--- config.mk ---
export PLATFORM = sky130hd
export DESIGN_NAME = jt1942_objsched
export DESIGN_NICKNAME = d
export VERILOG_FILES = /design/src/rtl/jt1942_obj_pkg.sv /design/src/rtl/jt1942_objmatch.sv /design/src/rtl/jt1942_objsched.sv
export SDC_FILE = /design/constraint.sdc
export NUM_CORES = 1
export LEC_CHECK = 0
export BUFFER_PORTS_ARGS = -buffer_cell sky130_fd_sc_hd__clkbuf_2
export CAP_MARGIN = 20
export CORE_MARGIN = 5
export CORE_UTILIZATION = 60
export CTS_CLUSTER_DIAMETER = 120
export DETAILED_ROUTE_END_ITERATION = 10
export PLACE_DENSITY = 0.91
export REMOVE_ABC_BUFFERS = 1
export SYNTH_ARGS = -nofsm -noshare
export SYNTH_HDL_FRONTEND = slang
export SYNTH_SLANG_ARGS = --single-unit
--- constraint.sdc ---
create_clock -name clk -period 4.3 [get_ports clk]
set_input_delay 0.215 -clock clk [delete_from_list [all_inputs] [get_ports clk]]
set_output_delay 0.215 -clock clk [all_outputs]
set_load 0.02 [all_outputs]
--- src/rtl/jt1942_obj_pkg.sv ---
// Shared types and constants for the 1942 object scan scheduler.
package jt1942_obj_pkg;

    typedef enum logic [2:0] {
        IDLE  = 3'd0,
        FETCH = 3'd1,
        CHECK = 3'd2,
        PUSH  = 3'd3,
        NEXT  = 3'd4
    } state_t;

    localparam int OBJBYTES = 4;

    localparam logic [1:0] B_CODE = 2'd0;
    localparam logic [1:0] B_ATTR = 2'd1;
    localparam logic [1:0] B_Y    = 2'd2;
    localparam logic [1:0] B_X    = 2'd3;

    // Attribute byte: {code[8], vflip, hflip, x[8], pal[3:0]}
    localparam int A_CODE8  = 7;
    localparam int A_VFLIP  = 6;
    localparam int A_HFLIP  = 5;
    localparam int A_X8     = 4;
    localparam int A_PAL_HI = 3;
    localparam int A_PAL_LO = 0;

endpackage

--- src/rtl/jt1942_objmatch.sv ---
// Registered vertical hit test: an object covers line V when (V - y) mod 256 < 16.
module jt1942_objmatch (
    input  logic       clk,
    input  logic       rst_n,
    input  logic       i_en,
    input  logic [7:0] i_v,
    input  logic [7:0] i_y,
    input  logic       i_vflip,
    output logic       o_hit,
    output logic [3:0] o_vsub
);

    logic [7:0] w_d;
    logic       r_hit;
    logic [3:0] r_vsub;

    assign w_d = i_v - i_y;

    always_ff @(posedge clk or negedge rst_n) begin
        if (!rst_n) begin
            r_hit  <= 1'b0;
            r_vsub <= 4'd0;
        end else if (i_en) begin
            r_hit  <= (w_d[7:4] == 4'd0);
            r_vsub <= w_d[3:0] ^ {4{i_vflip}};
        end
    end

    assign o_hit  = r_hit;
    assign o_vsub = r_vsub;

endmodule

--- src/rtl/jt1942_objsched.sv ---
// Per-line object RAM scanner and CPU/scan port arbiter for the 1942 sprite path.
// Optional per-line push limit enabled by defining JT1942_OBJSCHED_LIMIT_EN.
module jt1942_objsched
    import jt1942_obj_pkg::*;
#(
    parameter int OBJMAX     = 32,
    parameter int OBJPERLINE = 8
) (
    input  logic       clk,
    input  logic       rst_n,
    input  logic       cen6,
    input  logic       HINIT,
    input  logic [7:0] V,
    input  logic       cpu_req,
    input  logic [6:0] cpu_addr,
    output logic       cpu_wait,
    output logic [6:0] ram_addr,
    input  logic [7:0] ram_dout,
    output logic       obj_valid,
    input  logic       obj_ready,
    output logic [8:0] obj_code,
    output logic [3:0] obj_pal,
    output logic       obj_hflip,
    output logic [8:0] obj_x,
    output logic [3:0] obj_vsub,
    output logic       busy,
    output logic       line,
    output logic       overrun
);

    localparam logic [4:0] LAST_IDX = 5'(OBJMAX - 1);

    state_t     r_state, w_next;
    logic [4:0] r_idx;
    logic [1:0] r_byte;
    logic       r_have;
    logic [7:0] r_code_lo, r_attr, r_y, r_xlo;
    logic       r_line, r_overrun;
    logic [8:0] r_obj_code, r_obj_x;
    logic [3:0] r_obj_pal, r_obj_vsub;
    logic       r_obj_hflip;
    logic       w_fetch_done, w_hit, w_take;
    logic [3:0] w_vsub;
    logic [1:0] w_slot;

    // Data for the address presented last cen6 is on ram_dout now.
    assign w_slot       = r_byte - 2'd1;
    assign w_fetch_done = (r_state == FETCH) && r_have && (r_byte == B_CODE);

    jt1942_objmatch u_match (
        .clk     (clk),
        .rst_n   (rst_n),
        .i_en    (cen6 && w_fetch_done),
        .i_v     (V),
        .i_y     (r_y),
        .i_vflip (r_attr[A_VFLIP]),
        .o_hit   (w_hit),
        .o_vsub  (w_vsub)
    );

`ifdef JT1942_OBJSCHED_LIMIT_EN
    localparam int HW = $clog2(OBJPERLINE + 1);
    logic [HW-1:0] r_hits;

    always_ff @(posedge clk or negedge rst_n) begin
        if (!rst_n) begin
            r_hits <= '0;
        end else if (cen6) begin
            if (HINIT)
                r_hits <= '0;
            else if (r_state == PUSH && obj_ready)
                r_hits <= r_hits + HW'(1);
        end
    end

    assign w_take = w_hit && (r_hits < HW'(OBJPERLINE));
`else
    logic w_unused_limit;
    assign w_unused_limit = (OBJPERLINE != 0);
    assign w_take         = w_hit;
`endif

    always_ff @(posedge clk or negedge rst_n) begin
        if (!rst_n)
            r_state <= IDLE;
        else if (cen6)
            r_state <= w_next;
    end

    always_comb begin
        w_next = r_state;
        if (HINIT) begin
            w_next = FETCH;
        end else begin
            case (r_state)
                IDLE:    w_next = IDLE;
                FETCH:   if (w_fetch_done) w_next = CHECK;
                CHECK:   w_next = w_take ? PUSH : NEXT;
                PUSH:    if (obj_ready) w_next = NEXT;
                NEXT:    w_next = (r_idx == LAST_IDX) ? IDLE : FETCH;
                default: w_next = IDLE;
            endcase
        end
    end

    always_comb begin
        busy      = (r_state != IDLE);
        cpu_wait  = busy && cpu_req;
        ram_addr  = busy ? {r_idx, r_byte} : cpu_addr;
        obj_valid = (r_state == PUSH);
    end

    always_ff @(posedge clk or negedge rst_n) begin
        if (!rst_n) begin
            r_idx       <= 5'd0;
            r_byte      <= 2'd0;
            r_have      <= 1'b0;
            r_code_lo   <= 8'd0;
            r_attr      <= 8'd0;
            r_y         <= 8'd0;
            r_xlo       <= 8'd0;
            r_line      <= 1'b0;
            r_overrun   <= 1'b0;
            r_obj_code  <= 9'd0;
            r_obj_x     <= 9'd0;
            r_obj_pal   <= 4'd0;
            r_obj_vsub  <= 4'd0;
            r_obj_hflip <= 1'b0;
        end else if (cen6) begin
            if (HINIT) begin
                r_idx     <= 5'd0;
                r_byte    <= 2'd0;
                r_have    <= 1'b0;
                r_line    <= ~r_line;
                r_overrun <= (r_state != IDLE);
            end else begin
                case (r_state)
                    FETCH: begin
                        r_byte <= r_byte + 2'd1;
                        r_have <= 1'b1;
                        if (r_have) begin
                            case (w_slot)
                                B_CODE:  r_code_lo <= ram_dout;
                                B_ATTR:  r_attr    <= ram_dout;
                                B_Y:     r_y       <= ram_dout;
                                default: r_xlo     <= ram_dout;
                            endcase
                        end
                    end
                    CHECK: begin
                        if (w_take) begin
                            r_obj_code  <= {r_attr[A_CODE8], r_code_lo};
                            r_obj_pal   <= r_attr[A_PAL_HI:A_PAL_LO];
                            r_obj_hflip <= r_attr[A_HFLIP];
                            r_obj_x     <= {r_attr[A_X8], r_xlo};
                            r_obj_vsub  <= w_vsub;
                        end
                    end
                    NEXT: begin
                        r_idx  <= r_idx + 5'd1;
                        r_byte <= 2'd0;
                        r_have <= 1'b0;
                    end
                    default: ;
                endcase
            end
        end
    end

    assign obj_code  = r_obj_code;
    assign obj_pal   = r_obj_pal;
    assign obj_hflip = r_obj_hflip;
    assign obj_x     = r_obj_x;
    assign obj_vsub  = r_obj_vsub;
    assign line      = r_line;
    assign overrun   = r_overrun;

endmodule

==> impl_metrics.yaml <==
synthesis:
  syn-cell-area_um2: 3680
  synth_flop_cell: "dfrtp_1"
  ys_warn_count: 0
  avgSynthCellArea_um2: 12.0
  async_flop_share_pct: 100
  netlist_instances: 306
  synthTopCellsByArea: "dfrtp_1, mux2_2, ha_1, xnor2_1, inv_1"
  ys_seq_area_share_pct: 52.3
  yosys-top-cells-count: "dfrtp_1, mux2_2, inv_1"
  synth.distinct_cells: 42
  synth_seq_cells: 77
  synth_edf_count: 0
  synth_top_area_share_pct: 52.3
  yosysTopAreaCell: "dfrtp_1"
  synth_most_common_cell: "dfrtp_1"
grt:
  grt-busiest-layer: "met2"
  grt_pass1_vias: 2576
  grt_use_met3_pct: 4.56
  antenna_found_initial: 0
  gr-total-overflow: 0
  grt_max_degree: 78
  use_met1_pct: 27.0
  grt_pass1_wl_um: 12800
  track_usage_pct: 21.5
  gr-usage-met2_pct: 36.2
clock_tree:
  clk_latency_ps: 350
  ctsHoldBuffers: 0
  clk_path_buf_depth: 2
  cts_tree: "done"
  cts_setup_buffers: 0
  ctsRootBufferMaster: "clkbuf_8"
  numCtsBuffers: 9
  cts_sinks: 77
  htree_levels: 3
  ctsResizeCount: 0
  path_clk_slew_ps: 80
layout:
  utilization_pct: 71.9
  diodes: 0
  instances_no_fill: 456
  area_delta_synth_final_pct: 16.3
  final_nets: 420
  drive_above_1_share_pct: 40.2
  final_area_um2: 4280
sta:
  worst_pin_slew_ps: 990
  clock_skew_ps: 10.2
  fmax_mhz: 403
  period_minus_slack_ps: 2480
  finalCritPeriodShare_pct: 57.7
  finalHoldViolCount: 0
  rsz0062_at_grt: "false"
  setup_violations: 0
  maxSlewViolCount: 0
  fin_tns_setup_ps: 0
  timing.slew.headroom_pct: 33.5
  worst_slack_ps: 1820
drt:
  routedWlPerCell_um: 16.4
  drtIter0Drc: 137
  ant_nets: 0
  dr.pass1.iters: 4
  routed-via-count: 2529
  vias_per_cell: 5.55
  wirelength_um: 7500
  drcViolationCount: 0
setup_path:
  path_class: "reg -> reg"
  cp_max_fo: 15
  worstPathArrival_ps: 2720
  worst_ep_required_time_ps: 4540
  end_kind: "flip-flop"
  start_kind: "flip-flop"
die:
  die_w_um: 88.4
  dieArea_um2: 7810
  die_height_um: 88.4
  initial_core_util_pct: 61.9
  io_pins: 68
  core_area_um2: 5960
  placementRows: 28
pwr:
  ir_worst_vdd_uv: 358
  cellLeakagePower_uw: 0.00215
  p_per_area_nw_per_um2: 610
placement:
  hpwl_um: 5310
  dp_slack_ps: 1860
  placed_cells: 440
  portBuffers: 67
  postPlaceCellArea_um2: 4070
  gp_congestion: 0.840
min_path:
  hold_class: "in -> async"
job:
  max-cap-violations: 0
outcome:
  status: "complete, no violations"
## cells in the final DEF (no fill, tap or decap), drive strengths merged, types with 4 or more instances in the layout
cell type | netlist | routed
a21oi | 14 | 14
clkbuf | 6 | 75
dfrtp | 77 | 77
ha | 14 | 14
inv | 21 | 21
mux2 | 61 | 61
nand2 | 21 | 21
nand2b | 6 | 6
nor2 | 13 | 13
nor3 | 4 | 4
o21ai | 15 | 15
o22ai | 7 | 7
xnor2 | 10 | 10
## cell type report
cell class / instances / area [um2]
flip-flops and latches: 77 / 1930
fillers: 449 / 1670
multi-input cells: 198 / 1620
repair buffers: 69 / 353
clock buffers: 9 / 124
well taps: 75 / 93.8
clock inverters: 7 / 90.1
inverters: 21 / 78.8
## layer usage
| layer | up-vias | share of wire [%] |
|---|---|---|
| met5 | - | 0 |
| met2 | 46 | 52 |
| met3 | 14 | 3.7 |
| met4 | 0 | 1.5 |
| met1 | 1252 | 43 |
| li1 | 1217 | - |
## logic make-up (layout without fill, tap and decap cells)
| kind of cell | Yosys count | count (layout) | share of synthesized area (%) |
|---|---|---|---|
| buf+inv | 31 | 106 | 3.80 |
| compound gates | 49 | 49 | 7.98 |
| fa+ha+maj | 15 | 15 | 5.30 |
| simple gates | 62 | 62 | 9.34 |
| xor+xnor | 10 | 10 | 2.38 |
| mux | 62 | 62 | 18.9 |
| flops | 77 | 77 | 52.3 |
## path summary, 6_finish.rpt
path,startpoint,end,slack (ps),cells after the start
min in group clk,ram_dout[1],r_xlo[1],150,2
max in group asynchronous,rst_n,r_y[7],3700,1
hold reg to reg,obj_code[8],obj_code[8],490,1
setup / recovery,r_state[1],obj_x[2],1820,4
hold / removal,rst_n,obj_pal[0],1,1
setup reg to reg,r_state[1],obj_x[2],1820,4
## where the power goes
part | internal [uW] | switching, uW
Sequential | 937 | 167
Combinational | 426 | 494
Clock | 323 | 266
## flip-flops by register name, indices dropped and copies added, names as in the netlist
register and count:
obj_code 9, obj_x 9, r_attr 8, r_code_lo 8
r_xlo 8, r_y 8, r_idx 5, obj_pal 4
obj_vsub 4, u_match.o_vsub 4, r_state 3, r_byte 2
line 1, obj_hflip 1, overrun 1, r_have 1
u_match.o_hit 1
## metrics by stage
step | hold slack, ps | total power, uW
floorplan | -80.6 | 1750
global placement | 411 | 1970
detailed placement | 420 | 2030
CTS | 41.7 | 2620
global route | 90.5 | 2790
finish | 1.49 | 2610
## worst max-delay path, cell delays in order (launching register included)
cell,delay [ps]
dfrtp_1,640
inv_2,110
nor4_4,870
buf_4,370
mux2_2,370
Power figures use the tool's default switching activity.
